**src/rtl/clock_monitor_pkg.sv**
```systemverilog
// Shared types and helpers for the clock monitor: FSM state encoding,
// error-counter width and a saturating increment.
package clock_monitor_pkg;

    typedef enum logic [1:0] {
        ACQ     = 2'd0,
        RUN     = 2'd1,
        STOPPED = 2'd2
    } state_t;

    localparam int ERR_W = 8;

    function automatic logic [ERR_W-1:0] sat_inc(input logic [ERR_W-1:0] value);
        return (value == {ERR_W{1'b1}}) ? value : value + ERR_W'(1);
    endfunction

endpackage

```
**src/rtl/clock_monitor_if.sv**
```systemverilog
// Control and measurement bundle of the clock monitor. The master side drives
// the monitored clock and controls; the slave side is the monitor itself.
interface clock_monitor_if #(
    parameter int CNT_W = 16
);
    import clock_monitor_pkg::*;

    logic             enable;
    logic             mon_in;
    logic             err_clr;
    logic [CNT_W-1:0] period;
    logic [CNT_W-1:0] high_time;
    logic             period_valid;
    logic             freq_ok;
    logic             clk_stopped;
    logic [ERR_W-1:0] err_count;

    modport master (
        output enable, mon_in, err_clr,
        input  period, high_time, period_valid, freq_ok, clk_stopped, err_count
    );

    modport slave (
        input  enable, mon_in, err_clr,
        output period, high_time, period_valid, freq_ok, clk_stopped, err_count
    );

endinterface

```
**src/rtl/clock_monitor_sync_edge_detect.sv**
```systemverilog
// Multi-flop synchronizer for an asynchronous level plus a one-cycle delayed
// copy, giving registered-source rise and fall strobes in the clk domain.
module sync_edge_detect #(
    parameter int SYNC_STAGES = 2
) (
    input  logic clk,
    input  logic reset,
    input  logic i_async,
    output logic o_s,
    output logic o_rise,
    output logic o_fall
);

    logic [SYNC_STAGES-1:0] r_sync;
    logic                   r_prev;

    always_ff @(posedge clk) begin
        if (reset) begin
            r_sync <= '0;
            r_prev <= 1'b0;
        end else begin
            r_sync <= {r_sync[SYNC_STAGES-2:0], i_async};
            r_prev <= r_sync[SYNC_STAGES-1];
        end
    end

    assign o_s    = r_sync[SYNC_STAGES-1];
    assign o_rise = r_sync[SYNC_STAGES-1] & ~r_prev;
    assign o_fall = ~r_sync[SYNC_STAGES-1] & r_prev;

endmodule

```
**src/rtl/clock_monitor.sv**
```systemverilog
// Clock-health monitor: measures period and high time of an asynchronous
// clock in clk cycles, flags out-of-range rates and stopped clocks.
//
// state   | meaning
// ACQ     | no valid reference rise yet; first rise only arms the monitor
// RUN     | reference rise held; next rise completes a period measurement
// STOPPED | no rise for STOP_TIMEOUT cycles; next rise re-arms without a result
module clock_monitor
    import clock_monitor_pkg::*;
#(
    parameter int SYNC_STAGES  = 2,
    parameter int CNT_W        = 16,
    parameter int MIN_PERIOD   = 4,
    parameter int MAX_PERIOD   = 16,
    parameter int STOP_TIMEOUT = 64
) (
    input  logic           clk,
    input  logic           reset,
    clock_monitor_if.slave bus
);

    localparam logic [CNT_W-1:0] L_CNT_MAX    = '1;
    localparam logic [CNT_W-1:0] L_MIN_PERIOD = CNT_W'(MIN_PERIOD);
    localparam logic [CNT_W-1:0] L_MAX_PERIOD = CNT_W'(MAX_PERIOD);
    localparam logic [CNT_W-1:0] L_TIMEOUT_M1 = CNT_W'(STOP_TIMEOUT - 1);

    logic             w_s_unused;
    logic             w_rise;
    logic             w_fall;
    logic [CNT_W-1:0] w_cnt_p1;
    logic             w_timeout;
    logic             w_in_range;
    logic             w_err_evt;

    state_t           r_state;
    logic [CNT_W-1:0] r_cnt;
    logic [CNT_W-1:0] r_period;
    logic [CNT_W-1:0] r_high_time;
    logic             r_period_valid;
    logic             r_freq_ok;
    logic             r_clk_stopped;
    logic [ERR_W-1:0] r_err_count;

    sync_edge_detect #(
        .SYNC_STAGES (SYNC_STAGES)
    ) u_sync_edge_detect (
        .clk     (clk),
        .reset   (reset),
        .i_async (bus.mon_in),
        .o_s     (w_s_unused),
        .o_rise  (w_rise),
        .o_fall  (w_fall)
    );

    // cnt never exceeds STOP_TIMEOUT-1 while in RUN, so cnt+1 cannot wrap there
    assign w_cnt_p1   = r_cnt + CNT_W'(1);
    assign w_timeout  = (r_cnt == L_TIMEOUT_M1);
    assign w_in_range = (w_cnt_p1 >= L_MIN_PERIOD) && (w_cnt_p1 <= L_MAX_PERIOD);
    assign w_err_evt  = (r_state == RUN) &&
                        ((w_rise && !w_in_range) || (!w_rise && w_timeout));

    always_ff @(posedge clk) begin
        if (reset) begin
            r_state        <= ACQ;
            r_cnt          <= '0;
            r_period       <= '0;
            r_high_time    <= '0;
            r_period_valid <= 1'b0;
            r_freq_ok      <= 1'b0;
            r_clk_stopped  <= 1'b0;
            r_err_count    <= '0;
        end else if (!bus.enable) begin
            r_state        <= ACQ;
            r_cnt          <= '0;
            r_period       <= '0;
            r_high_time    <= '0;
            r_period_valid <= 1'b0;
            r_freq_ok      <= 1'b0;
            r_clk_stopped  <= 1'b0;
        end else begin
            r_period_valid <= 1'b0;

            if (w_rise) begin
                r_cnt <= '0;
            end else if (r_cnt != L_CNT_MAX) begin
                r_cnt <= w_cnt_p1;
            end

            case (r_state)
                ACQ: begin
                    if (w_rise) begin
                        r_state <= RUN;
                    end else if (w_timeout) begin
                        r_state       <= STOPPED;
                        r_clk_stopped <= 1'b1;
                    end
                end
                RUN: begin
                    if (w_rise) begin
                        r_period       <= w_cnt_p1;
                        r_period_valid <= 1'b1;
                        r_freq_ok      <= w_in_range;
                    end else if (w_timeout) begin
                        r_state       <= STOPPED;
                        r_clk_stopped <= 1'b1;
                        r_freq_ok     <= 1'b0;
                    end
                    if (w_fall) begin
                        r_high_time <= w_cnt_p1;
                    end
                end
                STOPPED: begin
                    // first period after a restart is partial, so only re-arm
                    if (w_rise) begin
                        r_state       <= RUN;
                        r_clk_stopped <= 1'b0;
                    end
                end
                default: begin
                    r_state <= ACQ;
                end
            endcase

            if (bus.err_clr) begin
                r_err_count <= w_err_evt ? ERR_W'(1) : '0;
            end else if (w_err_evt) begin
                r_err_count <= sat_inc(r_err_count);
            end
        end
    end

    assign bus.period       = r_period;
    assign bus.high_time    = r_high_time;
    assign bus.period_valid = r_period_valid;
    assign bus.freq_ok      = r_freq_ok;
    assign bus.clk_stopped  = r_clk_stopped;
    assign bus.err_count    = r_err_count;

endmodule

```
**src/flat_wrapper.sv**
```systemverilog
// flat-port wrapper written by rule: the top's interface ports become plain ports
module clock_monitor_flat import clock_monitor_pkg::*;
#(
    parameter int SYNC_STAGES  = 2,
    parameter int CNT_W        = 16,
    parameter int MIN_PERIOD   = 4,
    parameter int MAX_PERIOD   = 16,
    parameter int STOP_TIMEOUT = 64
)
  (clk, reset, bus_enable, bus_mon_in, bus_err_clr, bus_period, bus_high_time, bus_period_valid, bus_freq_ok, bus_clk_stopped, bus_err_count);
  clock_monitor_if #(.CNT_W(CNT_W)) bus_i ();
  input  logic clk;
  input  logic reset;
  input wire logic [$bits(bus_i.enable)-1:0] bus_enable;
  input wire logic [$bits(bus_i.mon_in)-1:0] bus_mon_in;
  input wire logic [$bits(bus_i.err_clr)-1:0] bus_err_clr;
  output wire logic [$bits(bus_i.period)-1:0] bus_period;
  output wire logic [$bits(bus_i.high_time)-1:0] bus_high_time;
  output wire logic [$bits(bus_i.period_valid)-1:0] bus_period_valid;
  output wire logic [$bits(bus_i.freq_ok)-1:0] bus_freq_ok;
  output wire logic [$bits(bus_i.clk_stopped)-1:0] bus_clk_stopped;
  output wire logic [$bits(bus_i.err_count)-1:0] bus_err_count;
  assign bus_i.enable = bus_enable;
  assign bus_i.mon_in = bus_mon_in;
  assign bus_i.err_clr = bus_err_clr;
  assign bus_period = bus_i.period;
  assign bus_high_time = bus_i.high_time;
  assign bus_period_valid = bus_i.period_valid;
  assign bus_freq_ok = bus_i.freq_ok;
  assign bus_clk_stopped = bus_i.clk_stopped;
  assign bus_err_count = bus_i.err_count;
  clock_monitor #(.SYNC_STAGES(SYNC_STAGES), .CNT_W(CNT_W), .MIN_PERIOD(MIN_PERIOD), .MAX_PERIOD(MAX_PERIOD), .STOP_TIMEOUT(STOP_TIMEOUT)) u_core (.clk(clk), .reset(reset), .bus(bus_i));
endmodule
```
**config.mk**
```make
export PLATFORM = sky130hd
export DESIGN_NAME = clock_monitor_flat
export DESIGN_NICKNAME = d
export VERILOG_FILES = /design/src/rtl/clock_monitor_pkg.sv /design/src/rtl/clock_monitor_if.sv /design/src/rtl/clock_monitor_sync_edge_detect.sv /design/src/rtl/clock_monitor.sv /design/src/flat_wrapper.sv
export SDC_FILE = /design/constraint.sdc
export NUM_CORES = 1
export LEC_CHECK = 0
export ABC_AREA = 0
export CORE_ASPECT_RATIO = 1.75
export CORE_UTILIZATION = 32
export CTS_CLUSTER_SIZE = 30
export DETAILED_ROUTE_END_ITERATION = 6
export SLEW_MARGIN = 20
export SYNTH_ARGS = -nofsm -noshare
export SYNTH_HDL_FRONTEND = slang
export SYNTH_SLANG_ARGS = --single-unit
```
**constraint.sdc**
```tcl
create_clock -name clk -period 6.45 [get_ports clk]
set_input_delay 1.29 -clock clk [delete_from_list [all_inputs] [get_ports clk]]
set_output_delay 1.29 -clock clk [all_outputs]
set_load 0.03 [all_outputs]
```
==> flow_summary_export.csv, run 1 <==
group,metric,value,unit
final_layout,ff_latch_area,1280,sq um
status,status,"finished clean",
sta,max_freq,0.308,GHz
critical_path,crit_type,"flip-flop to flip-flop",
floorplanning,core,8670,sq um
placement,dp_hpwl,4480,microns
power_and_ir_drop,p_sw_share,20.2,%
clocking,clk_latency,0.32,ns
clocking,clk_pin_slew,0.05,ns
critical_path,startpoint_type,"flip-flop",
floorplanning,fp.dieH,127,microns
final_layout,fillCellCount,893,
final_layout,multi_input_area,1460,sq um
sta,max_slew.worst_pin.slew,0.851,ns
critical_path,worstPathArrival,3.49,ns
sta,relSlewSlack,43.3,%
sta,fin_crit_sh,50.3,%
critical_path,r2r_cells,8,
hold_path,worst_hold_path_type,"flip-flop to flip-flop",
global_route,grt_remaining_overflow,0,
hold_path,min_to,"u_core.u_sync_edge_detect.r_sync[1]",
clocking,cts.sink_count,64,
routing,wire_per_inst,13.4,microns
synth,syn-num-nets,325,
sta,setup_tns,0,ns
synth,ys_seq_area_share,44.6,%
power_and_ir_drop,peakVddDrop,123,uV
synth,ys_seq_elements,64,
global_route,grt_pass1_wl,10900,microns
power_and_ir_drop,design_power_total,830,uW
sta,finalSetupViolations,0,
routing,via_count,2408,
power_and_ir_drop,intPower,662,uW
floorplanning,io_pins,48,
synth,ys.flop_type,"dfxtp_1",
synth,ys_async_sr_fraction,0,%
critical_path,worstPathRequired,6.69,ns
clocking,root_buffer,"clkbuf_16",
final_layout,layout-drive-gt1-share,7.91,%
routing,drc,0,
final_layout,area_delta_synth_final,26.4,%
routing,wl_met1,2580,microns
global_route,grt_max_degree,39,
job,maxCapViolations,0,
floorplanning,fp.dieArea,9380,sq um
hold_path,hp-start,"u_core.u_sync_edge_detect.r_sync[0]",
critical_path,worst_setup_path_end_kind,"flip-flop",
clocking,hold_buffers,0,
final_layout,nets,358,
synth,synth_edf_count,0,
synth,yosysWarnings,0,
routing,wl_met2,3430,microns
sta,grt_setup_unrepaired,"no",
hold_path,holdPathStages,1,
sta,finalCriticalPeriod,3.25,ns
sta,fin_skew,0.00724,ns
synth,synthCells,317,
clocking,cts_buffer_depth,2,
sta,slew_violations,0,
placement,dpl.cell_count,456,
power_and_ir_drop,seq_power_share,48.2,%
global_route,grt_pass1_vias,2277,
final_layout,num_antenna_cells,0,
critical_path,rr_startpoint,"u_core.r_cnt[0]",
routing,ant_nets,0,
clocking,htreeDepth,3,
clocking,post_cts_buffers,0,
floorplanning,placementRows,45,
clocking,cts_tree,"yes",
routing,wirelength,6330,microns
critical_path,crit_path_max_fanout,17,
placement,numPortBuffers,47,
global_route,grt_util_all_layers,15.1,%
power_and_ir_drop,pwr-share-clk,49.4,%
routing,wl_met3,225,microns
synth,synth_area_per_cell,9.07,sq um
final_layout,final_cell_count_no_fill,471,
clocking,post_cts_resized,0,
clocking,cts_buffers,9,
synth,synth_cell_types,49,
power_and_ir_drop,p_per_area,228,nW/um^2
power_and_ir_drop,switching_power,168,uW
critical_path,reg2reg_slack,3.20,ns
floorplanning,initial_core_util,33.1,%
critical_path,reg2reg_to,"u_core.bus.err_count[1]",
routing,via_per_inst,5.11,
synth,netlist_area,2870,sq um
placement,place_congestion,0.784,
global_route,grt_antenna_before_repair,0,
floorplanning,dieWidth,73.6,microns
power_and_ir_drop,combinationalPowerShare,2.3,%
sta,hold_viol,0,
power_and_ir_drop,leakage,0.00113,uW
routing,route.top_layer_used,"met4",
routing,drt_iter0_drc,106,
final_layout,postLayoutCoreUtil,41.9,%
routing,dr.pass1.iters,4,
==> synth_stat cells (3+ instances only) <==
cell      instances  area (sq um)
o31ai_1           6          45.0
a21boi_1          6          45.0
o21ai_0           4          20.0
nor2b_1           7          43.8
dfxtp_1          64          1280
a211oi_1         31           233
and3_1            4          25.0
nor4_1            6          37.5
nand2b_1          5          31.3
buf_2             6          30.0
nand3_1          11          55.1
xnor2_1          12           105
clkbuf_1         16          60.1
nand4_1           5          31.3
or4_1             8          60.1
nor2_1           45           169
nand2_1          12          45.0
ha_1              3          37.5
a21oi_1          21           105
xor2_1            6          52.6
buf_6             3          33.8
==> worst max-delay path by stage <==
| stage | depth (start not counted) | slack [ns] | to | start |
|---|---|---|---|---|
| 2_1_floorplan | 10 | 4.09 | u_core.bus.err_count[0] | u_core.r_cnt[1] |
| 3_3_place_gp | 5 | 3.21 | u_core.r_state[1] | reset |
| 3_5_place_dp | 5 | 3.16 | u_core.r_cnt[5] | reset |
| 4_1_cts | 8 | 3.18 | u_core.bus.err_count[1] | u_core.r_cnt[0] |
| 5_1_grt | 8 | 2.91 | u_core.bus.err_count[1] | u_core.r_cnt[0] |
| 6_report | 8 | 3.20 | u_core.bus.err_count[1] | u_core.r_cnt[0] |
==> state kept, by name (all words and copies together) (netlist names) <==
register,flops
u_core.u_sync_edge_detect.r_prev,1
u_core.r_cnt,16
u_core.bus.period_valid,1
u_core.bus.err_count,8
u_core.bus.clk_stopped,1
u_core.bus.freq_ok,1
u_core.bus.period,16
u_core.u_sync_edge_detect.r_sync,2
u_core.r_state,2
u_core.bus.high_time,16
==> power by group through the flow <==
stage	combinational (uW)	clock, uW	sequential (uW)
3_3_place_gp	19.1	0	408
5_1_grt	21.4	442	400
2_1_floorplan	12.9	0	407
4_1_cts	19.8	422	400
6_report	19.3	410	400
3_5_place_dp	19.8	0	408
==> metal layers <==
layer | global-route usage [%] | vias up
met2 | 26.0 | 59
met4 | 6.56 | 0
met1 | 16.9 | 1117
met3 | 4.10 | 9
li1 | - | 1223
met5 | 0 | -
==> cells in the final DEF (no fill, tap or decap), drive strengths merged, types with 7 or more instances in the layout <==
cell / instances
dfxtp: 64
clkdlybuf4s50: 47
nor2: 46
a211oi: 31
a21oi: 21
clkbuf: 14
nand2: 13
xnor2: 12
nand3: 11
or4: 8
nand4: 8
nor2b: 7
==> worst max-delay path, stage by stage (launching register included) <==
cell and delay, ns:
dfxtp_1 0.56, ha_1 0.41, inv_1 0.22, nor4_1 0.37
xnor2_1 0.26, nand3_1 0.20, a2111oi_4 0.70, o21ai_0 0.24
a31oi_1 0.20
==> final cells by class <==
cell class | instances | share of cell area [%]
Multi-Input combinational cell | 224 | 40.3
Clock inverter | 1 | 0.138
Clock buffer | 14 | 6.72
Tap cell | 117 | 4.03
Sequential cell | 64 | 35.3
Inverter | 2 | 0.207
Timing Repair Buffer | 49 | 13.4
==> through the flow <==
| step | cell area [sq um] | hold WS (ns) | setup slack, ns |
|---|---|---|---|
| floorplan | 2870 | 0.414 | 4.09 |
| global placement | 3380 | 0.424 | 3.21 |
| detailed placement | 3380 | 0.428 | 3.16 |
| CTS | 3630 | 0.440 | 3.18 |
| global route | 3630 | 0.466 | 2.91 |
| finish | 3630 | 0.433 | 3.20 |
==> logic make-up (layout without fill, tap and decap cells) <==
kind of cell / Yosys count / in the layout / share of synthesized area [%]
xor+xnor: 18 / 18 / 5.49
buf+inv: 29 / 66 / 4.96
fa+ha+maj: 3 / 3 / 1.31
simple gates: 119 / 119 / 22.4
compound gates: 81 / 81 / 20.2
flops: 64 / 64 / 44.6
mux: 3 / 3 / 1.09
Power figures use the tool's default switching activity.
==> run 2, diff against run 1 <==
==> constraint.sdc (replaced) <==
create_clock -name clk -period 3.22 [get_ports clk]
set_input_delay 0.644 -clock clk [delete_from_list [all_inputs] [get_ports clk]]
set_output_delay 0.644 -clock clk [all_outputs]
set_load 0.03 [all_outputs]
==> flow_summary_export.csv, run 2 (same netlist as run 1, synthesis figures left out) <==
group,metric,value,unit
status,status,"finished clean",
floorplanning,dieWidth,73.6,microns
clocking,clk_pin_slew,0.05,ns
hold_path,min_to,"u_core.u_sync_edge_detect.r_sync[1]",
power_and_ir_drop,design_power_total,1800,uW
placement,placed_area,3390,sq um
sta,max_slew.worst_pin.slew,0.715,ns
placement,place_congestion,0.780,
sta,relSlewSlack,52.3,%
hold_path,holdPathStages,1,
routing,wirelength,6500,microns
final_layout,layout-drive-gt1-share,9.52,%
routing,via_per_inst,5.02,
placement,dp_hpwl,4580,microns
global_route,grt_max_degree,37,
final_layout,num_antenna_cells,0,
clocking,root_buffer,"clkbuf_16",
final_layout,area_delta_synth_final,28.5,%
routing,ant_nets,0,
power_and_ir_drop,p_per_area,488,nW/um^2
final_layout,ff_latch_area,1280,sq um
final_layout,fillCellCount,907,
power_and_ir_drop,peakVddDrop,231,uV
floorplanning,io_pins,48,
sta,slew_violations,0,
global_route,grt_pass1_wl,10800,microns
clocking,clk_latency,0.33,ns
floorplanning,fp.dieH,127,microns
global_route,grt_util_all_layers,15.4,%
floorplanning,placementRows,45,
critical_path,rr_startpoint,"u_core.r_cnt[0]",
final_layout,nets,360,
clocking,post_cts_resized,0,
power_and_ir_drop,p_sw_share,19.6,%
critical_path,reg2reg_slack,0.40,ns
sta,hold_viol,0,
critical_path,crit_type,"flip-flop to flip-flop",
power_and_ir_drop,intPower,1450,uW
clocking,post_cts_buffers,0,
power_and_ir_drop,leakage,0.00117,uW
final_layout,mostFrequentLayoutCell,"dfxtp_1",
routing,dr.pass1.iters,4,
sta,fin_crit_sh,87.6,%
placement,numPortBuffers,47,
critical_path,crit_path_max_fanout,17,
floorplanning,core,8670,sq um
sta,fin_skew,0.00610,ns
global_route,grt_pass1_vias,2281,
power_and_ir_drop,seq_power_share,44.5,%
global_route,grt_antenna_before_repair,0,
global_route,grt_remaining_overflow,0,
routing,route.top_layer_used,"met4",
power_and_ir_drop,combinationalPowerShare,2.2,%
clocking,cts_tree,"yes",
routing,drt_iter0_drc,82,
routing,drc,0,
critical_path,worstPathArrival,3.08,ns
routing,wl_met1,2650,microns
critical_path,reg2reg_to,"u_core.bus.err_count[1]",
final_layout,layout_common_cells,"64 x dfxtp_1, 47 x clkdlybuf4s50_1, 44 x nor2_1, 31 x a211oi_1, 21 x a21oi_1",
hold_path,worst_hold_path_type,"flip-flop to flip-flop",
critical_path,worst_setup_path_end_kind,"flip-flop",
routing,wl_met3,240,microns
routing,wl_met2,3490,microns
job,maxCapViolations,0,
clocking,hold_buffers,0,
final_layout,multi_input_area,1460,sq um
sta,finalSetupViolations,0,
final_layout,final_area,3690,sq um
clocking,cts_buffers,9,
routing,via_count,2379,
sta,grt_setup_unrepaired,"no",
power_and_ir_drop,pwr-share-clk,53.4,%
floorplanning,initial_core_util,33.1,%
clocking,htreeDepth,3,
routing,wire_per_inst,13.7,microns
sta,max_freq,0.354,GHz
critical_path,worstPathRequired,3.48,ns
power_and_ir_drop,switching_power,353,uW
critical_path,r2r_cells,9,
sta,setup_tns,0,ns
clocking,cts_buffer_depth,2,
final_layout,postLayoutCoreUtil,42.6,%
clocking,cts.sink_count,64,
floorplanning,fp.dieArea,9380,sq um
sta,finalCriticalPeriod,2.82,ns
critical_path,startpoint_type,"flip-flop",
hold_path,hp-start,"u_core.u_sync_edge_detect.r_sync[0]",
[run 2: changes by cell type in the layout (fill, tap and decap cells not counted)]
cell	before	now
nor2_2	0	1
nor2_4	2	1
bufinv_16	0	1
clkbuf_1	5	2
clkinv_2	1	2
clkbuf_8	0	2
buf_4	2	4
[run 2: area by class of cell]
class | instances | share of cell area (%)
clock buffer | 13 | 7.05
clock inverter | 3 | 1.08
inverter | 2 | 0.203
multi-input combinational | 224 | 39.5
sequential | 64 | 34.7
tap | 117 | 3.96
timing repair buffer | 51 | 13.6
[run 2: worst max-delay path by stage]
stage	slack [ns]	startpoint	cells past startpoint	to
floorplan	0.86	u_core.r_cnt[1]	10	u_core.bus.err_count[0]
global placement	0.53	u_core.r_cnt[0]	9	u_core.bus.err_count[1]
detailed placement	0.42	u_core.r_cnt[0]	9	u_core.bus.err_count[1]
CTS	0.40	u_core.r_cnt[0]	9	u_core.bus.err_count[1]
global route	0.18	u_core.r_cnt[0]	9	u_core.bus.err_count[1]
finish	0.40	u_core.r_cnt[0]	9	u_core.bus.err_count[1]
[run 2: through the flow]
step           hold slack (ns)  cells  worst slack [ns]
6_report                 0.442    474             0.399
5_1_grt                  0.463    474             0.178
4_1_cts                  0.448    474             0.395
3_5_place_dp             0.436    458             0.423
3_3_place_gp             0.418    458             0.532
2_1_floorplan            0.414    317             0.855
[run 2: power by group through the flow]
stage               registers (uW)  clock network (uW)  logic (uW)
global placement               817                   0        39.7
global route                   801                1020        43.7
detailed placement             817                   0        40.1
CTS                            801                 984        40.1
floorplan                      816                   0        25.9
finish                         801                 961        39.3
[run 2: layer usage]
| layer | up-vias | GRT usage, % |
|---|---|---|
| met4 | 0 | 7.92 |
| li1 | 1225 | - |
| met1 | 1106 | 16.1 |
| met5 | - | 0 |
| met2 | 41 | 26.7 |
| met3 | 7 | 5.13 |
[run 2: critical path, cell delays in order (launching register included)]
cell	delay, ns
dfxtp_1	0.51
ha_1	0.37
inv_1	0.20
nor4_1	0.38
xnor2_1	0.18
nand3_1	0.16
a2111oi_4	0.05
buf_4	0.20
or4_1	0.51
a31oi_1	0.17
